===== src/rtl/sd_test_pkg.sv =====
// sd_test_pkg: shared FSM encoding and pattern constants for the SD self-test generator
package sd_test_pkg;
    typedef enum logic [2:0] {IDLE, WR_START, WR_WAIT, RD_START, RD_WAIT, DONE} state_t;
    localparam logic PAT_INC = 1'b0;
    localparam logic PAT_LFSR = 1'b1;
    localparam logic [15:0] LFSR_TAPS = 16'hB400;
    localparam int SEC_BYTES = 512;
endpackage


===== src/rtl/sd_test_gen_pat_gen.sv =====
// sd_pat_gen: registered incrementing / Fibonacci-LFSR word sequence generator
module sd_pat_gen
    import sd_test_pkg::*;
#(
    parameter int DATA_W = 16,
    parameter logic [15:0] SEED = 16'h0001
) (
    input  logic              clk,
    input  logic              rst_n,
    input  logic              load,
    input  logic [15:0]       seed,
    input  logic              mode,
    input  logic              adv,
    output logic [DATA_W-1:0] word
);
    logic [15:0] cur;
    logic [15:0] nxt;

    // next sequence value: x^16+x^14+x^13+x^11+1 shifted left into bit 0, or +1
    always_comb nxt = mode == PAT_LFSR ? {cur[14:0], ^(cur & LFSR_TAPS)} : cur + 16'd1;

    // sequence state: load wins over advance so a restart always begins at the seed
    always_ff @(posedge clk or negedge rst_n) begin
        if (!rst_n) cur <= SEED;
        else if (load) cur <= seed;
        else if (adv) cur <= nxt;
    end

    assign word = cur[DATA_W-1:0];
endmodule


===== src/rtl/sd_test_gen.sv =====
// sd_test_gen: writes SEC_NUM sectors with a pattern, reads them back and counts mismatches
module sd_test_gen
    import sd_test_pkg::*;
#(
    parameter int DATA_W = 16,
    parameter int SEC_NUM = 4,
    parameter logic [31:0] START_ADDR = 32'd2000,
    parameter logic [15:0] SEED = 16'h0001
) (
    input  logic              clk,
    input  logic              rst_n,
    input  logic              sd_init_done,
    input  logic              test_start,
    input  logic              pat_mode,
    input  logic              wr_busy,
    input  logic              wr_req,
    output logic              wr_start_en,
    output logic [31:0]       wr_sec_addr,
    output logic [DATA_W-1:0] wr_data,
    input  logic              rd_busy,
    input  logic              rd_val_en,
    input  logic [DATA_W-1:0] rd_val_data,
    output logic              rd_start_en,
    output logic [31:0]       rd_sec_addr,
    output logic [15:0]       err_cnt,
    output logic              test_done,
    output logic              error_flag
);
    localparam int WPS = SEC_BYTES * 8 / DATA_W;

    state_t state;
    logic [2:0] init_sr, wbusy_sr, rbusy_sr;
    logic mode;
    logic [15:0] sec_idx, word_cnt;
    logic [DATA_W-1:0] exp_word;
    logic init_rise, init_fall, wr_fall, rd_fall, start, busy, last;
    logic wr_adv, rd_cmp, mismatch, cnt_err;
    logic [1:0] inc;
    logic [16:0] err_sum;
    logic [15:0] err_next;

    // two-flop synchronisers plus one history flop for edge detection
    always_ff @(posedge clk or negedge rst_n) begin
        if (!rst_n) begin
            init_sr  <= '0;
            wbusy_sr <= '0;
            rbusy_sr <= '0;
        end else begin
            init_sr  <= {init_sr[1:0], sd_init_done};
            wbusy_sr <= {wbusy_sr[1:0], wr_busy};
            rbusy_sr <= {rbusy_sr[1:0], rd_busy};
        end
    end

    // run control, edge events and saturating error accumulation
    always_comb begin
        init_rise = init_sr[1] & ~init_sr[2];
        init_fall = ~init_sr[1] & init_sr[2];
        wr_fall   = ~wbusy_sr[1] & wbusy_sr[2];
        rd_fall   = ~rbusy_sr[1] & rbusy_sr[2];
        busy      = state != IDLE && state != DONE;
        start     = init_rise | (test_start & ~busy & init_sr[1]);
        last      = sec_idx == 16'(SEC_NUM - 1);
        wr_adv    = wr_req && (state == WR_START || state == WR_WAIT);
        rd_cmp    = state == RD_WAIT && rd_val_en && word_cnt < 16'(WPS);
        mismatch  = rd_cmp && rd_val_data != exp_word;
        cnt_err   = state == RD_WAIT && rd_fall && word_cnt != 16'(WPS);
        inc       = {1'b0, mismatch} + {1'b0, cnt_err};
        err_sum   = {1'b0, err_cnt} + {15'd0, inc};
        err_next  = err_sum[16] ? 16'hFFFF : err_sum[15:0];
    end

    // main sequencer with registered command pulses and status outputs
    always_ff @(posedge clk or negedge rst_n) begin
        if (!rst_n) begin
            state       <= IDLE;
            mode        <= PAT_INC;
            sec_idx     <= '0;
            word_cnt    <= '0;
            err_cnt     <= '0;
            test_done   <= 1'b0;
            error_flag  <= 1'b1;
            wr_start_en <= 1'b0;
            rd_start_en <= 1'b0;
            wr_sec_addr <= '0;
            rd_sec_addr <= '0;
        end else begin
            wr_start_en <= 1'b0;
            rd_start_en <= 1'b0;
            if (state == RD_WAIT && rd_val_en) word_cnt <= word_cnt + 16'd1;
            if (mismatch || cnt_err) err_cnt <= err_next;
            if (start) begin
                mode       <= pat_mode;
                err_cnt    <= '0;
                test_done  <= 1'b0;
                error_flag <= 1'b1;
                sec_idx    <= '0;
                state      <= WR_START;
            end else if (init_fall && busy) begin
                state <= IDLE;
            end else begin
                case (state)
                    WR_START: begin
                        wr_start_en <= 1'b1;
                        wr_sec_addr <= START_ADDR + {16'd0, sec_idx};
                        state       <= WR_WAIT;
                    end
                    WR_WAIT: if (wr_fall) begin
                        sec_idx <= last ? 16'd0 : sec_idx + 16'd1;
                        state   <= last ? RD_START : WR_START;
                    end
                    RD_START: begin
                        rd_start_en <= 1'b1;
                        rd_sec_addr <= START_ADDR + {16'd0, sec_idx};
                        word_cnt    <= '0;
                        state       <= RD_WAIT;
                    end
                    RD_WAIT: if (rd_fall) begin
                        sec_idx <= last ? 16'd0 : sec_idx + 16'd1;
                        state   <= last ? DONE : RD_START;
                    end
                    DONE: begin
                        test_done  <= 1'b1;
                        error_flag <= err_cnt != 16'd0;
                    end
                    default: state <= IDLE;
                endcase
            end
        end
    end

    sd_pat_gen #(.DATA_W(DATA_W), .SEED(SEED)) u_wr_gen (
        .clk(clk), .rst_n(rst_n), .load(start), .seed(SEED),
        .mode(mode), .adv(wr_adv), .word(wr_data)
    );

    sd_pat_gen #(.DATA_W(DATA_W), .SEED(SEED)) u_chk_gen (
        .clk(clk), .rst_n(rst_n), .load(start), .seed(SEED),
        .mode(mode), .adv(rd_cmp), .word(exp_word)
    );
endmodule


===== config.mk =====
export PLATFORM = sky130hd
export DESIGN_NAME = sd_test_gen
export DESIGN_NICKNAME = d
export VERILOG_FILES = /design/src/rtl/sd_test_pkg.sv /design/src/rtl/sd_test_gen_pat_gen.sv /design/src/rtl/sd_test_gen.sv
export SDC_FILE = /design/constraint.sdc
export NUM_CORES = 1
export LEC_CHECK = 0
export ABC_AREA = 1
export CELL_PAD_IN_SITES_DETAIL_PLACEMENT = 2
export CELL_PAD_IN_SITES_GLOBAL_PLACEMENT = 2
export CORE_MARGIN = 4
export CORE_UTILIZATION = 30
export DETAILED_ROUTE_END_ITERATION = 10
export GPL_ROUTABILITY_DRIVEN = 1
export GPL_TIMING_DRIVEN = 0
export MAX_ROUTING_LAYER = met4
export PLACE_DENSITY = 0.92
export SLEW_MARGIN = 20
export SYNTH_ARGS = -nofsm -noshare
export SYNTH_HDL_FRONTEND = slang
export SYNTH_SLANG_ARGS = --single-unit

===== constraint.sdc =====
create_clock -name clk -period 3.9 [get_ports clk]
set_input_delay 0.585 -clock clk [delete_from_list [all_inputs] [get_ports clk]]
set_output_delay 0.585 -clock clk [all_outputs]
set_load 0.01 [all_outputs]

==> qor.csv, run 1 <==
stage;metric;value;unit
setup_path;critical_path_required;4.27;ns
clock_tree;numCtsBuffers;17;
setup_path;critPathKind;input port to flip-flop;
timing;relSlewSlack;0.539;
power_and_ir_drop;peakVddDrop;244;uV
cells_and_area;final_cell_mix;nand2_1 (375), inv_1 (132), dfrtp_1 (128);
power_and_ir_drop;power.density;585;nW/um^2
cells_and_area;fin_area;10200;sq um
cells_and_area;layout.nets;1339;
floorplan;num_rows;59;
clock_tree;clk_pin_slew_worst_paths;0.07;ns
hold_path;min_path_type;input port to async pin;
logic_synthesis;ys_top_cells_by_area;dfrtp_1 (40%), nand2_1 (17%), nand3_1 (6.9%), inv_1 (6.1%), nor2_1 (4.8%);
setup_path;crit_arrival;3.98;ns
clock_tree;cts_sinks;131;
placed_design;place.gp.congestion;0.867;
route;drt-total-wl;30000;microns
floorplan;die_h;172;microns
route;viasPerCell;5.09;
clock_tree;postCtsSetupRepairBufs;0;
floorplan;core;26300;sq um
clock_tree;htreeDepth;4;
setup_path;critical_path.cell_chain;clkdlybuf4s50_1 -> inv_1 -> nor2_1 -> nand2_2 -> inv_2 -> nand2_2 -> buf_2 -> fa_1 -> inv_1 -> ha_1 -> nand3_1 -> nor3_4 -> nand3_2 -> buf_2 -> a21oi_1 -> nand2_1 -> nand2_1;
grt;grt_pass1_wl;49400;microns
timing;finalSetupViolations;0;
clock_tree;cts_tree;done;
grt;use_met3;0.0332;
timing;tightest_slew;0.686;ns
route;firstDrtPassIters;5;
placed_design;dp_hpwl;21700;microns
setup_path;worst_path_max_delay_cell;clkdlybuf4s50_1;
setup_path;start_kind;input port;
cells_and_area;area_growth;25.6;%
grt;antenna_found_initial;0;
grt;grt_overflow_total;0;
route;vias;8401;
grt;grt_max_degree;77;
cells_and_area;seq_area;3280;sq um
placed_design;place_area;9600;sq um
grt;grt_usage;0.214;
route;wire_per_inst;18.2;microns
grt;grt_busiest_layer;met2;
timing;skew;0.0157;ns
floorplan;initial_core_util;0.308;
timing;finalMaxSlewViolations;0;
timing;finalHoldViolCount;0;
grt;use_met2;0.377;
logic_synthesis;ys_ff_latch;131;
outcome;status;completed;
placed_design;io_buffers;94;
logic_synthesis;synth_area_per_cell;6.99;sq um
power_and_ir_drop;leakage;4.96;nW
floorplan;pin_count;125;
logic_synthesis;yosys.area.top_type_share;0.395;
logic_synthesis;yosysSeqAreaShare;0.405;
grt;grt_pass1_vias;9469;
cells_and_area;drive_above_1_share;0.0843;
timing;fmax;277;MHz
run;drv_cap;0;
setup_path;endpoint_kind;flip-flop;
floorplan;die_w;172;microns
setup_path;path_max_fanout;10;
placed_design;place_inst;1619;
clock_tree;insertion_delay;0.44;ns
setup_path;max_stage_delay;0.55;ns
logic_synthesis;synth.distinct_cells;39;
clock_tree;hold_buffers;0;
logic_synthesis;synth_area_leader_cell;dfrtp_1;
clock_tree;cts_resized;0;
logic_synthesis;netlist_area;8100;sq um
route;ant_nets;0;
route;drtIter0Drc;473;
clock_tree;cts_root_buf;clkbuf_16;
cells_and_area;multi_input_area;4030;sq um
cells_and_area;instances_no_fill;1651;
logic_synthesis;postSynthCellCount;1160;
route;drc;0;
timing;period_share;0.924;
grt;grt_use_met1;0.254;
setup_path;path_buf_inv;6;
logic_synthesis;yosysWarnings;0;
setup_path;path_delay_family;buffers and inverters;
floorplan;die_area;29700;sq um
cells_and_area;nFillCells;3115;
timing;worst_hold_slack;0.0579;ns
cells_and_area;mostFrequentLayoutCell;nand2_1;
timing;period_minus_slack;3.61;ns
cells_and_area;insertedDiodeCount;0;
clock_tree;clk_path_buf_depth;2;
-- registers in the layout, summed over array words and instances (netlist names) --
signal and count:
rd_sec_addr 17, wr_start_en 1, wbusy_sr 3, error_flag 1, wr_sec_addr 17, sec_idx 16
err_cnt 16, rbusy_sr 3, init_sr 3, u_chk_gen.word 16, state 3, mode 1
test_done 1, word_cnt 16, u_wr_gen.word 16, rd_start_en 1
-- power breakdown --
group | internal, mW | leakage (nW) | switching [mW]
logic | 0.874 | 2.96 | 1.42
registers | 1.69 | 1.72 | 0.352
clock network | 0.843 | 0.269 | 0.771
total | 3.41 | 4.96 | 2.55
-- synth_stat cells, drive strengths merged --
master and n:
dfrtp 128, conb 1, dfstp 3, o31ai 1
inv 138, ha 10, buf 52, fa 1
nand4 24, or2 1, a211oi 1, clkbuf 7
a21oi 31, nor3 26, xnor2 7, clkinv 2
o21ai 80, nand3b 2, nor4 4, o211ai 3
nand3 113, o22ai 7, xor2 26, a31oi 3
nor2 108, a21boi 1, nand2 380
-- kinds of logic (layout without fill, tap and decap cells) --
logic type,after synthesis,after routing,synth area share
adders and majority gates,11,11,0.0179
other,1,30,0.000463
buffers and inverters,199,326,0.113
DFF,131,131,0.405
and+or+nand+nor,658,658,0.346
AOI/OAI and AO/OA,127,127,0.0823
xor gates and xnor gates,33,33,0.0357
-- metrics by stage --
stage               worst slack (ns)   util  power [mW]  setup TNS [ns]
finish                         0.295  0.387        5.95               0
global placement               -3.45  0.364        4.17         -445.97
CTS                            0.143  0.387        6.01               0
global route                 -0.0376  0.387        6.37          -0.107
floorplan                      0.999      -        3.30               0
detailed placement            -0.251  0.365        4.32           -2.34
-- routing by layer --
layer  share of wire  vias up  wire length (microns)
li1                -     3934                      -
met1            0.43     4253                  13000
met2            0.52      170                  15600
met3           0.029       44                    860
met4           0.019        0                    566
met5               0        -                      0
-- path summary, 6_finish.rpt --
path | endpoint | cells past startpoint | from | slack (ns)
worst max-delay path | err_cnt[6]$_DFFE_PN0P_ | 17 | rd_val_en | 0.29
min in group clk | wbusy_sr[1]$_DFF_PN0_ | 0 | wbusy_sr[0]$_DFF_PN0_ | 0.35
worst min-delay path | wr_sec_addr[10]$_DFFE_PN0P_ | 1 | rst_n | 0.06
worst max register to register | err_cnt[6]$_DFFE_PN0P_ | 17 | state[1]$_DFFE_PN0P_ | 0.30
worst min register to register | wbusy_sr[1]$_DFF_PN0_ | 0 | wbusy_sr[0]$_DFF_PN0_ | 0.35
max in group asynchronous | u_wr_gen.word[0]$_DFFE_PN1P_ | 2 | rst_n | 3.04
-- cell type report --
cell class | instances | share of cell area
repair buffers | 95 | 0.0956
inverters | 140 | 0.0516
clock inverters | 15 | 0.0135
well taps | 335 | 0.0412
multi-input cells | 859 | 0.396
plain buffers | 59 | 0.0383
flip-flops and latches | 131 | 0.322
clock buffers | 17 | 0.0418
-- worst reg2reg max path: stages, from the launching register on --
cell and delay (ns):
dfrtp_1 0.40, inv_1 0.17, nand3_2 0.17, nor2_1 0.19, nand2_2 0.14, inv_2 0.11
nand2_2 0.16, buf_2 0.26, fa_1 0.46, inv_1 0.10, ha_1 0.24, nand3_1 0.19
nor3_4 0.22, nand3_2 0.16, buf_2 0.24, a21oi_1 0.18, nand2_1 0.08, nand2_1 0.07
No activity file was read; power rests on OpenSTA's default activity.
==> run 2: changes to the inputs <==
CAP_MARGIN = 0   (was not set)
CORE_UTILIZATION = 31   (was 30)
PLACE_DENSITY = not set   (was 0.92)
PLACE_DENSITY_LB_ADDON = 0.08   (was not set)
SYNTH_HIERARCHICAL = 1   (was not set)
==> run 2 against run 1 <==
Via count shrank 2.8%. Flip-flop and latch count unchanged. Sequential share of layout area down 1.5 points. Clock skew increased by 0.0011 ns. Largest power group unchanged. Critical endpoint is now err_cnt[13]$_DFFE_PN0P_. Non-clock buffer count rose by 6. Combinational power fell by 3%. Fmax increased by 0.48%.
==> qor.csv, run 2 <==
stage;metric;value;unit;change
timing;finalSetupViolations;0;;unchanged
timing;tightest_slew;0.606;ns;was 0.686 ns
floorplan;die_area;29900;sq um;was 29700 sq um
floorplan;die_w;173;microns;was 172 microns
floorplan;initial_core_util;0.314;;was 0.308
timing;fmax;279;MHz;was 277 MHz
clock_tree;hold_buffers;0;;unchanged
placed_design;place_ws;-0.187;ns;was -0.251 ns
grt;antenna_found_initial;0;;unchanged
setup_path;path_delay_family;simple AND/OR/NAND/NOR gates;;was buffers and inverters
cells_and_area;layout.nets;1380;;was 1339
logic_synthesis;postSynthCellCount;1166;;was 1160
setup_path;endpoint_kind;flip-flop;;unchanged
logic_synthesis;ys_top_cells_by_area;dfrtp_1 (38%), nand2_1 (15%), nor2_1 (5.8%), inv_1 (5.8%), nand3_1 (5.2%);;was dfrtp_1 (40%), nand2_1 (17%), nand3_1 (6.9%), inv_1 (6.1%), nor2_1 (4.8%)
clock_tree;cts_sinks;131;;unchanged
setup_path;crit_path_frequent_cell;nand2_1;;
setup_path;worstReg2RegStart;state[0]$_DFFE_PN0P_;;was state[1]$_DFFE_PN0P_
timing;worst_slack;0.312;ns;was 0.295 ns
timing;period_minus_slack;3.59;ns;was 3.61 ns
logic_synthesis;synth_flop_cell;dfrtp_1;;unchanged
grt;grt_pass1_vias;9159;;was 9469
setup_path;worst_path_max_delay_cell;fa_1;;was clkdlybuf4s50_1
setup_path;r2r_slack;0.31;ns;was 0.30 ns
logic_synthesis;synth_area_per_cell;7.22;sq um;was 6.99 sq um
clock_tree;htreeDepth;4;;unchanged
run;drv_cap;0;;unchanged
clock_tree;cts_root_buf;clkbuf_16;;unchanged
clock_tree;numCtsBuffers;17;;unchanged
logic_synthesis;yosys.cell_count.top_type;nand2_1;;unchanged
setup_path;max_stage_delay;0.44;ns;was 0.55 ns
cells_and_area;insertedDiodeCount;0;;unchanged
placed_design;io_buffers;94;;unchanged
route;viasPerCell;4.81;;was 5.09
grt;grt_max_degree;82;;was 77
timing;skew;0.0169;ns;was 0.0157 ns
placed_design;dp_hpwl;21100;microns;was 21700 microns
floorplan;die_h;173;microns;was 172 microns
route;wire_per_inst;16.9;microns;was 18.2 microns
outcome;status;completed;;unchanged
logic_synthesis;yosys.area.top_type_share;0.380;;was 0.395
setup_path;critical_path_required;4.26;ns;was 4.27 ns
route;ant_nets;0;;unchanged
cells_and_area;top_regs;rd_sec_addr: 17 flops, wr_sec_addr: 17 flops;;unchanged
logic_synthesis;yosysWarnings;6;;was 0
route;drt-total-wl;28700;microns;was 30000 microns
setup_path;crit_arrival;3.94;ns;was 3.98 ns
timing;finalMaxSlewViolations;0;;unchanged
logic_synthesis;netlist_area;8420;sq um;was 8100 sq um
timing;period_share;0.920;;was 0.924
power_and_ir_drop;leakage;5.37;nW;was 4.96 nW
power_and_ir_drop;power;5.95;mW;about the same
placed_design;place.gp.congestion;0.813;;was 0.867
route;vias;8163;;was 8401
grt;grt_usage;0.201;;was 0.214
setup_path;critical_path.cell_chain;nor2_1 -> nand2_2 -> clkinv_2 -> nand2_4 -> nor3_4 -> nand2_4 -> buf_2 -> fa_1 -> inv_1 -> ha_1 -> nand2_1 -> nor2_4 -> nand4_1 -> clkbuf_4 -> nand3_1 -> nand2_1 -> inv_1 -> nand2_1 -> nand2_1;;was clkdlybuf4s50_1 -> inv_1 -> nor2_1 -> nand2_2 -> inv_2 -> nand2_2 -> buf_2 -> fa_1 -> inv_1 -> ha_1 -> nand3_1 -> nor3_4 -> nand3_2 -> buf_2 -> a21oi_1 -> nand2_1 -> nand2_1
setup_path;path_buf_inv;5;;was 6
cells_and_area;nFillCells;3176;;was 3115
cells_and_area;mostFrequentLayoutCell;nand2_1;;unchanged
floorplan;core;26800;sq um;was 26300 sq um
clock_tree;insertion_delay;0.43;ns;was 0.44 ns
logic_synthesis;yosysSeqAreaShare;0.390;;was 0.405
setup_path;critPathKind;flip-flop to flip-flop;;was input port to flip-flop
route;drtIter0Drc;286;;was 473
route;drc;0;;unchanged
logic_synthesis;synth.distinct_cells;48;;was 39
grt;grt_pass1_wl;47900;microns;was 49400 microns
hold_path;min_path_type;input port to async pin;;unchanged
grt;grt_overflow_total;0;;unchanged
clock_tree;cts_tree;done;;unchanged
logic_synthesis;synth_edf_count;0;;unchanged
power_and_ir_drop;peakVddDrop;310;uV;was 244 uV
setup_path;cp.depth;19;;was 17
cells_and_area;drive_above_1_share;0.119;;was 0.0843
timing;relSlewSlack;0.596;;was 0.539
route;firstDrtPassIters;4;;was 5
floorplan;pin_count;125;;unchanged
clock_tree;clk_path_buf_depth;2;;unchanged
logic_synthesis;postSynth.asyncResetShare;1.00;;unchanged
power_and_ir_drop;power.density;558;nW/um^2;was 585 nW/um^2
clock_tree;clk_pin_slew_worst_paths;0.07;ns;about the same
setup_path;reg2reg_to;err_cnt[13]$_DFFE_PN0P_;;was err_cnt[6]$_DFFE_PN0P_
logic_synthesis;ys_ff_latch;131;;unchanged
timing;finalHoldViolCount;0;;unchanged
setup_path;start_kind;flip-flop;;was input port
setup_path;path_max_fanout;10;;unchanged
setup_path;r2r_cells;19;;was 17
floorplan;num_rows;60;;was 59
logic_synthesis;synth_area_leader_cell;dfrtp_1;;unchanged
cells_and_area;area_growth;26.6;%;was 25.6%
timing;setup-tns-final;0;ns;unchanged
cells_and_area;final_cell_mix;nand2_1 (338), nor2_1 (131), inv_1 (129);;was nand2_1 (375), inv_1 (132), dfrtp_1 (128)
logic_synthesis;netlist_top_cells_count;nand2_1 (338), nor2_1 (131), inv_1 (129);;was nand2_1 (376), inv_1 (132), dfrtp_1 (128)
run 2: per-stage QoR:
step	hold slack (ns)	instance area (sq um)	utilization	instances
after floorplan	0.289	8650	-	1226
after global placement	0.336	10000	0.374	1661
after detailed placement	0.336	10000	0.375	1662
after CTS	0.0605	10600	0.396	1694
after global routing	0.0742	10700	0.398	1698
final	0.0567	10700	0.398	1698
run 2: cell families after synthesis:
family / Yosys count / share of synthesized area
adders and majority gates: 11 / 0.0172
other: 2 / 0.000892
and+or+nand+nor: 636 / 0.333
xor gates and xnor gates: 45 / 0.0468
buffers and inverters: 205 / 0.116
AOI/OAI and AO/OA: 136 / 0.0963
DFF: 131 / 0.390
run 2: metal layers:
layer / global-route usage / vias up / wire [microns]
met5: - / - / 0
met2: 0.373 / 77 / 15400
met1: 0.232 / 4092 / 12500
li1: - / 3975 / -
met3: 0.0254 / 19 / 448
met4: 0.0402 / 0 / 297
run 2: worst max path at each step:
stage	slack, ns	endpoint	from
floorplan	1.02	err_cnt[13]$_DFFE_PN0P_	state[0]$_DFFE_PN0P_
global placement	-3.80	u_wr_gen/word[12]$_DFFE_PN0P_	rst_n
detailed placement	-0.19	err_cnt[13]$_DFFE_PN0P_	rd_val_en
CTS	0.11	err_cnt[13]$_DFFE_PN0P_	state[0]$_DFFE_PN0P_
global route	-0.02	err_cnt[13]$_DFFE_PN0P_	state[0]$_DFFE_PN0P_
finish	0.31	err_cnt[13]$_DFFE_PN0P_	state[0]$_DFFE_PN0P_
run 2: timing repair:
| action | 4_1_cts | 5_1_grt |
|---|---|---|
| setup endpoints to repair | 0 | 10 |
| setup buffers | 0 | 4 |
| resized for setup | 0 | 2 |
run 2: power breakdown:
| group | internal [mW] | leakage [nW] | switching [mW] | total (mW) |
|---|---|---|---|---|
| Sequential | 1.67 | 1.71 | 0.427 | 2.10 |
| Combinational | 0.905 | 3.38 | 1.33 | 2.24 |
| Clock | 0.917 | 0.290 | 0.703 | 1.62 |
run 2: layout make-up:
cell class | instances | area [sq um] | area share
Clock buffer | 18 | 439 | 0.0412
Timing Repair Buffer | 99 | 1000 | 0.0941
Clock inverter | 14 | 141 | 0.0133
Inverter | 144 | 547 | 0.0513
Buffer | 61 | 434 | 0.0407
Tap cell | 341 | 427 | 0.0400
Sequential cell | 131 | 3280 | 0.308
Multi-Input combinational cell | 890 | 4390 | 0.412
==> run 3: changes to the inputs <==
SETUP_SLACK_MARGIN = 0.5   (was not set)
==> run 3 against run 2 <==
Hold slack got worse by 0.0025 ns. Final cell count rose by 0.18%. Count of clock-buffer cells in the layout did not move. Power rose by 0.52%. Core utilization rose by 0.20 points. Critical path depth stayed put. Flip-flop and latch count stayed put. Sequential power barely moved. Global-route usage grew 0.14 points. First-iteration DRC count increased by 5.6%. Non-clock buffer count grew 3. Critical path type is now input port to flip-flop. Largest power group unchanged.
==> qor.csv, run 3 (synthesized netlist as in run 2, its figures left out) <==
stage;metric;value;unit;change
floorplan;initial_core_util;0.314;;unchanged
cells_and_area;final_core_util;0.400;;was 0.398
timing;fmax;312;MHz;was 279 MHz
cells_and_area;fin_area;10700;sq um;about the same
timing;skew;0.0158;ns;was 0.0169 ns
run;drv_cap;0;;unchanged
timing;setup-tns-final;0;ns;unchanged
floorplan;pin_count;125;;unchanged
cells_and_area;drive_above_1_share;0.126;;was 0.119
setup_path;worstReg2RegStart;state[0]$_DFFE_PN0P_;;unchanged
power_and_ir_drop;peakVddDrop;309;uV;was 310 uV
setup_path;r2r_cells;17;;was 19
floorplan;die_w;173;microns;unchanged
route;firstDrtPassIters;4;;unchanged
setup_path;critPathKind;input port to flip-flop;;was flip-flop to flip-flop
clock_tree;clk_pin_slew_worst_paths;0.07;ns;about the same
grt;grt_overflow_total;0;;unchanged
timing;period_minus_slack;3.20;ns;was 3.59 ns
route;drt-total-wl;28900;microns;was 28700 microns
timing;finalSetupViolations;0;;unchanged
setup_path;endpoint_kind;flip-flop;;unchanged
timing;rsz0062_at_grt;false;;
route;drtIter0Drc;302;;was 286
placed_design;dp_hpwl;21100;microns;unchanged
outcome;status;completed;;unchanged
grt;grt_pass1_wl;48200;microns;was 47900 microns
setup_path;critical_path_required;4.26;ns;about the same
grt;grt_usage;0.202;;was 0.201
grt;grt_max_degree;82;;unchanged
cells_and_area;top_regs;rd_sec_addr: 17 flops, wr_sec_addr: 17 flops;;unchanged
setup_path;worst_path_max_delay_cell;clkdlybuf4s50_1;;was fa_1
cells_and_area;layout.nets;1383;;was 1380
setup_path;max_stage_delay;0.48;ns;was 0.44 ns
cells_and_area;insertedDiodeCount;0;;unchanged
cells_and_area;mostFrequentLayoutCell;nand2_1;;unchanged
route;vias;8192;;was 8163
grt;antenna_found_initial;0;;unchanged
placed_design;place_area;10000;sq um;unchanged
placed_design;place.gp.congestion;0.813;;unchanged
setup_path;crit_arrival;3.56;ns;was 3.94 ns
setup_path;path_max_fanout;10;;unchanged
clock_tree;cts_tree;done;;unchanged
setup_path;path_delay_family;simple AND/OR/NAND/NOR gates;;unchanged
setup_path;cp.depth;19;;unchanged
clock_tree;insertion_delay;0.43;ns;about the same
clock_tree;cts_root_buf;clkbuf_16;;unchanged
setup_path;r2r_slack;0.74;ns;was 0.31 ns
route;ant_nets;0;;unchanged
power_and_ir_drop;power;5.99;mW;was 5.95 mW
timing;finalHoldViolCount;0;;unchanged
floorplan;die_area;29900;sq um;unchanged
setup_path;crit_path_frequent_cell;nor2_1;;was nand2_1
placed_design;io_buffers;94;;unchanged
timing;tightest_slew;0.603;ns;was 0.606 ns
setup_path;critical_path.cell_chain;clkdlybuf4s50_1 -> nor2_1 -> nor2_1 -> nor2_1 -> nand2_1 -> nor2_1 -> nand2_2 -> nand2_4 -> buf_6 -> fa_1 -> inv_1 -> ha_2 -> nand2_2 -> nor2_4 -> nand4_1 -> buf_6 -> a21oi_1 -> nand2_1 -> nand2_1;;was nor2_1 -> nand2_2 -> clkinv_2 -> nand2_4 -> nor3_4 -> nand2_4 -> buf_2 -> fa_1 -> inv_1 -> ha_1 -> nand2_1 -> nor2_4 -> nand4_1 -> clkbuf_4 -> nand3_1 -> nand2_1 -> inv_1 -> nand2_1 -> nand2_1
timing;relSlewSlack;0.594;;was 0.596
hold_path;min_path_type;input port to async pin;;unchanged
floorplan;die_h;173;microns;unchanged
setup_path;path_buf_inv;4;;was 5
clock_tree;htreeDepth;4;;unchanged
cells_and_area;area_growth;27.3;%;was 26.6%
clock_tree;numCtsBuffers;17;;unchanged
power_and_ir_drop;power.density;558;nW/um^2;about the same
timing;period_share;0.821;;was 0.920
setup_path;reg2reg_to;err_cnt[5]$_DFFE_PN0P_;;was err_cnt[13]$_DFFE_PN0P_
cells_and_area;final_cell_mix;nand2_1 (336), nor2_1 (130), inv_1 (129);;was nand2_1 (338), nor2_1 (131), inv_1 (129)
cells_and_area;nFillCells;3172;;was 3176
route;drc;0;;unchanged
route;wire_per_inst;17.0;microns;was 16.9 microns
timing;worst_hold_slack;0.0541;ns;was 0.0567 ns
timing;finalMaxSlewViolations;0;;unchanged
route;viasPerCell;4.82;;was 4.81
floorplan;core;26800;sq um;unchanged
clock_tree;cts_sinks;131;;unchanged
floorplan;num_rows;60;;unchanged
clock_tree;clk_path_buf_depth;2;;unchanged
power_and_ir_drop;leakage;5.40;nW;was 5.37 nW
clock_tree;hold_buffers;0;;unchanged
setup_path;start_kind;input port;;was flip-flop
grt;grt_pass1_vias;9200;;was 9159
run 3: cell types whose count changed in the layout (fill, tap and decap cells not counted), sizes merged:
cell	change
clkinv	-1
clkbuf	-1
inv	+1
buf	+4
run 3: layout make-up:
cell class / count / area, sq um / area share
multi-input cells: 890 / 4410 / 0.412
flip-flops and latches: 131 / 3280 / 0.306
repair buffers: 102 / 1020 / 0.0955
inverters: 144 / 548 / 0.0511
plain buffers: 61 / 444 / 0.0414
clock buffers: 18 / 439 / 0.0410
well taps: 341 / 427 / 0.0398
clock inverters: 14 / 141 / 0.0132
run 3: power breakdown:
part	internal (mW)	switching (mW)
Combinational	0.917	1.34
Sequential	1.67	0.434
Clock	0.917	0.705
run 3: routing by layer:
layer / track usage / wire length, microns / vias up
met5: - / 0 / -
met4: 0.0402 / 252 / 0
met3: 0.0254 / 552 / 16
met2: 0.378 / 15700 / 87
met1: 0.233 / 12300 / 4111
li1: - / - / 3978
run 3: repair_timing:
item                                   in CTS  in global routing
setup endpoints to repair                  16                 16
gates cloned                                0                  1
pin swaps                                   3                  4
resized for setup                           4                 10
endpoints found under the hold margin       0                  0
buffers inserted                            3                  3
run 3: metrics by stage:
step,cells,worst slack [ns]
2_1_floorplan,1226,1.02
3_3_place_gp,1661,-3.80
3_5_place_dp,1662,-0.187
4_1_cts,1697,0.514
5_1_grt,1701,0.520
6_report,1701,0.700
run 3: how the worst max path moves through the flow:
stage	slack, ns	to	from
2_1_floorplan	1.02	err_cnt[13]$_DFFE_PN0P_	state[0]$_DFFE_PN0P_
3_3_place_gp	-3.80	u_wr_gen/word[12]$_DFFE_PN0P_	rst_n
3_5_place_dp	-0.19	err_cnt[13]$_DFFE_PN0P_	rd_val_en
4_1_cts	0.51	err_cnt[13]$_DFFE_PN0P_	state[0]$_DFFE_PN0P_
5_1_grt	0.52	err_cnt[15]$_DFFE_PN0P_	rd_val_data[5]
6_report	0.70	err_cnt[5]$_DFFE_PN0P_	rd_val_data[5]
